**src/rtl/light_pkg.sv**
```systemverilog
// Shared state encodings and default timing for the hallway light controller.
// Pure definitions; no logic, no latency, no flow control.
package light_pkg;

    typedef enum logic {LAMP_OFF, LAMP_ON} lamp_state_e;
    typedef enum logic {DB_STABLE, DB_COUNT} db_state_e;

    localparam int DEBOUNCE_DEFAULT = 4;
    localparam int TIMEOUT_DEFAULT  = 64;

endpackage

```
**src/rtl/switch_debounce.sv**
```systemverilog
// Two-flop synchroniser plus debounce FSM; o_db flips DEBOUNCE_CYCLES+3 edges after a clean change.
// Free-running, one sample per clock, no backpressure; o_flip is high in the cycle before o_db moves.
module switch_debounce
    import light_pkg::*;
#(
    parameter int DEBOUNCE_CYCLES = DEBOUNCE_DEFAULT
) (
    input  logic clk,
    input  logic rst_n,
    input  logic i_raw,
    output logic o_db,
    output logic o_flip
);

    localparam logic [7:0] CNT_LAST = 8'(DEBOUNCE_CYCLES);

    logic       r_meta;
    logic       r_sync;
    logic       r_db;
    logic       w_db_nxt;
    logic [7:0] r_cnt;
    logic [7:0] w_cnt_nxt;
    db_state_e  r_state;
    db_state_e  w_state_nxt;

    always_ff @(posedge clk or negedge rst_n) begin
        if (!rst_n) begin
            r_meta  <= 1'b0;
            r_sync  <= 1'b0;
            r_db    <= 1'b0;
            r_cnt   <= '0;
            r_state <= DB_STABLE;
        end else begin
            r_meta  <= i_raw;
            r_sync  <= r_meta;
            r_db    <= w_db_nxt;
            r_cnt   <= w_cnt_nxt;
            r_state <= w_state_nxt;
        end
    end

    always_comb begin
        w_state_nxt = r_state;
        w_cnt_nxt   = r_cnt;
        w_db_nxt    = r_db;
        case (r_state)
            DB_STABLE: begin
                if (r_sync != r_db) begin
                    w_state_nxt = DB_COUNT;
                    w_cnt_nxt   = 8'd1;
                end
            end
            DB_COUNT: begin
                // Any sample back at the old level restarts the qualification window.
                if (r_sync == r_db) begin
                    w_state_nxt = DB_STABLE;
                    w_cnt_nxt   = '0;
                end else if (r_cnt == CNT_LAST) begin
                    w_db_nxt    = r_sync;
                    w_state_nxt = DB_STABLE;
                    w_cnt_nxt   = '0;
                end else begin
                    w_cnt_nxt   = r_cnt + 8'd1;
                end
            end
            default: begin
                w_state_nxt = DB_STABLE;
                w_cnt_nxt   = '0;
            end
        endcase
    end

    assign o_db   = r_db;
    assign o_flip = (w_db_nxt != r_db);

endmodule

```
**src/rtl/light_ctrl.sv**
```systemverilog
// Two-way hallway light: debounced switches toggle the lamp, optional auto-off timer.
// f moves on the same edge as the debounced input (DEBOUNCE_CYCLES+3 edges); no backpressure.
module light_ctrl
    import light_pkg::*;
#(
    parameter int DEBOUNCE_CYCLES = DEBOUNCE_DEFAULT,
    parameter int TIMEOUT_CYCLES  = TIMEOUT_DEFAULT
) (
    input  logic clk,
    input  logic rst_n,
    input  logic x1,
    input  logic x2,
    input  logic en,
    output logic f,
    output logic x1_db,
    output logic x2_db,
    output logic timeout
);

    localparam int          TW       = (TIMEOUT_CYCLES > 2) ? $clog2(TIMEOUT_CYCLES) : 1;
    localparam logic [TW-1:0] TMR_LAST = TW'(TIMEOUT_CYCLES - 1);

    logic          w_flip1;
    logic          w_flip2;
    logic          w_tog;
    logic [TW-1:0] r_tmr;
    logic [TW-1:0] w_tmr_nxt;
    logic          r_timeout;
    logic          w_timeout_nxt;
    lamp_state_e   r_lamp;
    lamp_state_e   w_lamp_nxt;

    switch_debounce #(.DEBOUNCE_CYCLES(DEBOUNCE_CYCLES)) u_db1 (
        .clk    (clk),
        .rst_n  (rst_n),
        .i_raw  (x1),
        .o_db   (x1_db),
        .o_flip (w_flip1)
    );

    switch_debounce #(.DEBOUNCE_CYCLES(DEBOUNCE_CYCLES)) u_db2 (
        .clk    (clk),
        .rst_n  (rst_n),
        .i_raw  (x2),
        .o_db   (x2_db),
        .o_flip (w_flip2)
    );

    // Flip strobes lead the debounced outputs by one cycle, so f lands with them.
    assign w_tog = w_flip1 ^ w_flip2;

    always_ff @(posedge clk or negedge rst_n) begin
        if (!rst_n) begin
            r_lamp    <= LAMP_OFF;
            r_tmr     <= '0;
            r_timeout <= 1'b0;
        end else begin
            r_lamp    <= w_lamp_nxt;
            r_tmr     <= w_tmr_nxt;
            r_timeout <= w_timeout_nxt;
        end
    end

    always_comb begin
        w_lamp_nxt    = r_lamp;
        w_tmr_nxt     = '0;
        w_timeout_nxt = 1'b0;
        case (r_lamp)
            LAMP_OFF: begin
                if (w_tog) w_lamp_nxt = LAMP_ON;
            end
            LAMP_ON: begin
                if (w_tog) begin
                    w_lamp_nxt = LAMP_OFF;
                end else if (en) begin
                    if (r_tmr == TMR_LAST) begin
                        w_lamp_nxt    = LAMP_OFF;
                        w_timeout_nxt = 1'b1;
                    end else begin
                        w_tmr_nxt = r_tmr + TW'(1);
                    end
                end
            end
            default: w_lamp_nxt = LAMP_OFF;
        endcase
    end

    assign f       = (r_lamp == LAMP_ON);
    assign timeout = r_timeout;

endmodule

```
**config.mk**
```make
export PLATFORM = sky130hd
export DESIGN_NAME = light_ctrl
export DESIGN_NICKNAME = d
export VERILOG_FILES = /design/src/rtl/light_pkg.sv /design/src/rtl/switch_debounce.sv /design/src/rtl/light_ctrl.sv
export SDC_FILE = /design/constraint.sdc
export NUM_CORES = 1
export LEC_CHECK = 0
export ABC_AREA = 1
export BUFFER_PORTS_ARGS = -buffer_cell sky130_fd_sc_hd__clkbuf_2
export CAP_MARGIN = 20
export CORE_ASPECT_RATIO = 0.5
export CORE_MARGIN = 2
export CORE_UTILIZATION = 44
export CTS_CLUSTER_DIAMETER = 100
export CTS_CLUSTER_SIZE = 14
export DETAILED_ROUTE_END_ITERATION = 6
export SYNTH_ARGS = -nofsm -noshare
export SYNTH_HDL_FRONTEND = slang
export SYNTH_SLANG_ARGS = --single-unit
```
**constraint.sdc**
```tcl
create_clock -name clk -period 1.55 [get_ports clk]
set_clock_uncertainty 0.1 [all_clocks]
set_input_delay 0.155 -clock clk [delete_from_list [all_inputs] [get_ports clk]]
set_output_delay 0.155 -clock clk [all_outputs]
set_load 0.005 [all_outputs]
```
# After elaboration in Yosys (flattened, before gate mapping)
# Index checks and enable logic that the tools add are counted.
# word_totals
reg_bits,32
in_bits,5
out_inout_bits,4
elab_cells,66
# op_classes
addsub,3
n_eq_ne,11
muxes,35
bitwise,4
# op_table
op,n
$mux W8,6
$pmux W8 S2,2
$mux W6,4
$mux W1,20
$add A8 B1 Y8 const B,2
$eq A8 B3 Y1 const B,2
$add A6 B1 Y6 const B,1
$eq A6 B6 Y1 const B,1
$pmux W1 S2,3
$ne A1 B1 Y1,4
$ne A2 B1 Y1 const B,2
$not A1 Y1,3
$eq A1 B1 Y1,2
$xor A1 B1 Y1,1

# Logic depth before layout (Yosys ltp)
# depth
word_depth,8
mapped_depth,10
ltp_nobuf,10

# Modules after synthesis
# Synthesis repeated with hierarchy kept, for this count alone.
# unflattened
hier_cells,212
area_unflattened_um2,1661.6
# by_module_without_submodules
mod,instances,cells_per_inst,area_per_inst_um2,seq_area_each_um2
switch_debounce,2,82,635.6,300.3
light_ctrl,1,48,390.4,200.2

# Worst setup path before layout
# OpenSTA, ideal clock, no wires.
# synth_path
kind,reg2reg
start,register u_db1.r_cnt[0]
end,register r_tmr[2]
setup_time_ns,0.121
t_arrival_ns,1.223
t_required_ns,1.329
setup_slack_ns,0.106
path_stages_with_launch,10
path_buffers,0
period_less_slack_ns,1.444
path_cell_list,dfrtp_1 > inv_1 > ha_1 > nand3_1 > nor2_2 > nand2_2 > nand2_4 > nand2_4 > nand2_4 > nor2_2
# synth_via
elab_chain_len,8
# synth_rtl
item,line_no,text
"start, declared",switch_debounce.sv:21,logic [7:0] r_cnt;
"start signal, assigned",switch_debounce.sv:37,r_cnt <= w_cnt_nxt;
$eq A8 B3 Y1,switch_debounce.sv:58,end else if (r_cnt == CNT_LAST) begin
$mux W1,switch_debounce.sv:58,
$mux W1,switch_debounce.sv:55,if (r_sync == r_db) begin
$mux W1,switch_debounce.sv:46,case (r_state)
$ne A1 B1 Y1,switch_debounce.sv:74,assign o_flip = (w_db_nxt != r_db);
$xor A1 B1 Y1,light_ctrl.sv:50,assign w_tog = w_flip1 ^ w_flip2;
$mux W6,light_ctrl.sv:73,if (w_tog) begin
$mux W6,light_ctrl.sv:68,case (r_lamp)
via w_tmr_nxt[2],light_ctrl.sv:27,logic [TW-1:0] w_tmr_nxt;
"end signal, assigned",light_ctrl.sv:59,r_tmr <= w_tmr_nxt;
"end, declared",light_ctrl.sv:26,logic [TW-1:0] r_tmr;
# The timed path passes the listed nets, and every way through them passes these cells.
# A chain may end at the register's enable or synchronous reset.

# Worst setup path after layout
# layout_path
start,register u_db2.r_cnt[1]
end,register r_tmr[5]
# layout_via
elab_chain_len,8
# layout_rtl
item,line_no
"start, declared",switch_debounce.sv:21
"start signal, assigned",switch_debounce.sv:37
$eq A8 B3 Y1,switch_debounce.sv:58
$mux W1,switch_debounce.sv:58
$mux W1,switch_debounce.sv:55
$mux W1,switch_debounce.sv:46
$ne A1 B1 Y1,switch_debounce.sv:74
$xor A1 B1 Y1,light_ctrl.sv:50
$mux W6,light_ctrl.sv:73
$mux W6,light_ctrl.sv:68
via w_tmr_nxt[5],light_ctrl.sv:27
# The timed path passes the listed nets, and every way through them passes these cells.

==> metrics.md <==
| Metric | Value |
|---|---|
| Syn Std Cell Area | 1695 µm² |
| Top flop regs | u_db1.r_cnt x8, u_db2.r_cnt x8, r_tmr x6 |
| Worst-path clk slew | roughly 0.070 ns |
| Vias | 1,337 |
| Placed Cells incl. Taps | 269 |
| Synth Register Bits | 32 |
| Vias in the first global route | 1,213 |
| Final non-filler cell total | 283 |
| Number of flops mapped to enable cells by yosys | 0 |
| Area Overhead vs Synth | 20.66% |
| Sequential cell area | 800.8 µm² |
| Vias per cell | 4.724 |
| Status | finished clean |
| Die Y | about 48 µm |
| Fin crit share | 97.16% |
| Post-DR wirelength/cell | 10.78 µm |
| VDD IR max | 768.2 µV |
| GP Congestion | between 0.8 and 0.9 |
| Ys async rst share | 100.0% |
| Mux contribution to synthesized area | 0% |
| Fillers | approximately 330 |
| Worst EP required | 1.68 ns |
| Final setup violation count | 0 |
| Nets | 241 |
| Dpl hpwl | 2169 µm |
| First-pass GRT wire length | approximately 5300 µm |
| Post-Synth Simple-Gate Area | 29.15% |
| Root Driver | clkbuf_8 |
| ANT nets after route | 0 |
| Final hold violations | 0 |
| RSZ-0062 raised after global routing | yes |
| Drt pass-1 iters | 4 |
| Max-slew violations | 0 |
| CTS tree | built |
| Area of the multi-input gates | 804.5 µm² |
| Adder-cell area share of the yosys netlist | 3.690% |
| Slew HR | 73.00% |
| PD cells | 1428 nW/µm² |
| Worst min-delay path class | input pin to flop |
| Ratio of cells with drive above 1 in the final layout | 22.84% |
| Boundary Pins | 9 |
| CTS H-Tree Depth | 2 |
| Max Cap Viol | 0 |
| Grt total ovfl | 0 |
| Ant diodes | 0 |
| Core outline area | about 3600 µm² |
| Die area | 4396 µm² |
| Final WL | 3052 µm |
| Crit path max fanout | 5 |
| Clk sinks | 32 |
| Startpoint types | flop |
| Leakage power | 1.002 nW |
| Die Wd | just over 90 µm |
| Initial antenna violation count | 0 |
| Total GRT Usage | 16.30% |
| Hold WS | approximately 0.10 ns |
| Synth Area in Compound Gates | 7.675% |
| Top_reg_cell synth | dfrtp_1 |
| Clock buffer depth | 2 |
| WS Path Type | flop to flop |
| Mapped Cells | 205 |
| Clk Latency, worst-skew pair | roughly 0.29 ns |
| DRT iter0 DRCs | 85 |
| Max Fclk | 664.0 MHz |
| Slew @ Worst Pin | 0.4050 ns |
| Sequential area share after synthesis | 47.23% |
| Syn_area_per_cell | 8.270 µm² |
| Total CTS buffers | 5 |
| IO Port Bufs | 8 |
| Synthesized net count | 215 |
| Post-layout util | between 50 and 60% |
| Site Rows | 15 |
| Min Tclk post-route | 1.506 ns |
| Worst Setup End Kind | flop |
| Ys Warns | 0 |
| Largest net degree at the start of global routing | 33 |
| Synth Area in XOR/XNOR | 5.166% |
| DRC | 0 |
| Crit path DAT | 1.63 ns |
| Largest family of logic cells by synthesized area | simple AND/OR/NAND/NOR gates |
| Cell variety after synth | 23 |
| Initial Util | 47.54% |
-- cell type report --
| type | instances | area share (%) |
|---|---|---|
| tap | 51 | 3.119 |
| timing repair buffer | 19 | 6.361 |
| clock inverter | 1 | 1.468 |
| sequential | 32 | 39.14 |
| clock buffer | 7 | 4.709 |
| multi-input combinational | 141 | 39.33 |
| inverter | 32 | 5.872 |
-- metal layers --
| metal | track usage [%] | vias to the layer above | share of wire [%] |
|---|---|---|---|
| met4 | 6.269 | 0 | 1.3 |
| met2 | 27.06 | 22 | 45 |
| met1 | 20.57 | 612 | 50 |
| met3 | 5.669 | 4 | 4.1 |
| li1 | - | 699 | - |
| met5 | 0 | - | 0 |
-- kinds of logic after synthesis --
kind of cell,after synthesis
AOI/OAI and AO/OA,23
xor gates and xnor gates,10
adders and majority gates,5
and+or+nand+nor,103
buffers and inverters,32
DFF,32
-- final timing paths --
check / startpoint / slack (ns) / endpoint / depth (start not counted)
max in group asynchronous: rst_n / 0.73 / u_db1.r_cnt[0] / 3
hold / removal: en / 0.10 / timeout / 5
setup / recovery: u_db2.r_cnt[1] / 0.04 / r_tmr[5] / 10
min in group asynchronous: rst_n / 0.31 / u_db2.r_cnt[3] / 3
hold reg to reg: u_db1.r_meta / 0.25 / u_db1.r_sync / 0
setup reg to reg: u_db2.r_cnt[1] / 0.04 / r_tmr[5] / 10
-- through the flow --
stage | TNS [ns] | worst slack (ns) | total power [mW] | area (µm²)
2_1_floorplan | 0 | 0.1062 | 1.683 | 1695
3_3_place_gp | 0 | 0.04731 | 1.931 | 1837
3_5_place_dp | 0 | 0.04065 | 1.949 | 1837
4_1_cts | 0 | 0.02384 | 2.854 | 1993
5_1_grt | -0.4728 | -0.08926 | 3.145 | 2046
6_report | 0 | 0.04397 | 2.921 | 2046
-- layout by cell type (no fill, tap or decap), types with 2 or more instances in the layout --
cell,instances
a21oi_1,6
buf_4,8
clkbuf_2,8
clkbuf_8,7
dfrtp_1,32
dlygate4sd3_1,3
ha_1,3
inv_1,25
inv_2,7
nand2_1,46
nand2_2,4
nand2_4,3
nand3_1,15
nand3_2,2
nand3b_1,2
nor2_1,17
nor2_2,7
nor2_4,3
nor3_1,2
o21ai_0,8
o22ai_1,6
xnor2_1,3
xor2_1,7
-- synthesized netlist by cell type, types with 2 or more instances --
| cell type | count | area, µm² |
|---|---|---|
| xnor2_1 | 3 | 26.28 |
| nand3_2 | 2 | 20.02 |
| nand2_4 | 3 | 33.78 |
| nand2_1 | 47 | 176.4 |
| nor2_2 | 7 | 43.79 |
| nand3b_1 | 2 | 15.01 |
| nand3_1 | 15 | 75.07 |
| inv_2 | 4 | 15.01 |
| o22ai_1 | 6 | 37.54 |
| inv_1 | 28 | 105.1 |
| dfrtp_1 | 32 | 800.8 |
| nand2_2 | 3 | 18.77 |
| nor3_1 | 3 | 15.01 |
| a21oi_1 | 6 | 30.03 |
| nor2_1 | 18 | 67.56 |
| nor2_4 | 2 | 22.52 |
| ha_1 | 5 | 62.56 |
| xor2_1 | 7 | 61.31 |
| o21ai_0 | 8 | 40.04 |
-- report_power, final --
group          leakage, nW  switching [mW]  internal, mW
Combinational        0.518           0.519         0.393
Sequential           0.420           0.137         0.981
Clock               0.0645           0.323         0.567
-- timing repair --
action / 4_1_cts / 5_1_grt
buffers inserted: 0 / 3
hold buffers: 3 / 0
gates resized for setup: 0 / 10
setup endpoints to repair: 0 / 17
endpoints found under the hold margin: 34 / 0
-- worst max-delay path: stages (launching register included) --
cell and delay (ns):
dfrtp_1 0.40, inv_2 0.09, ha_4 0.14, nand2_2 0.05, nor2_2 0.11, nand2_2 0.09, nor2_4 0.12, nand2_2 0.07
nand2_4 0.09, nand2_4 0.08, nor2_2 0.10
No activity file was read; power rests on OpenSTA's default activity.
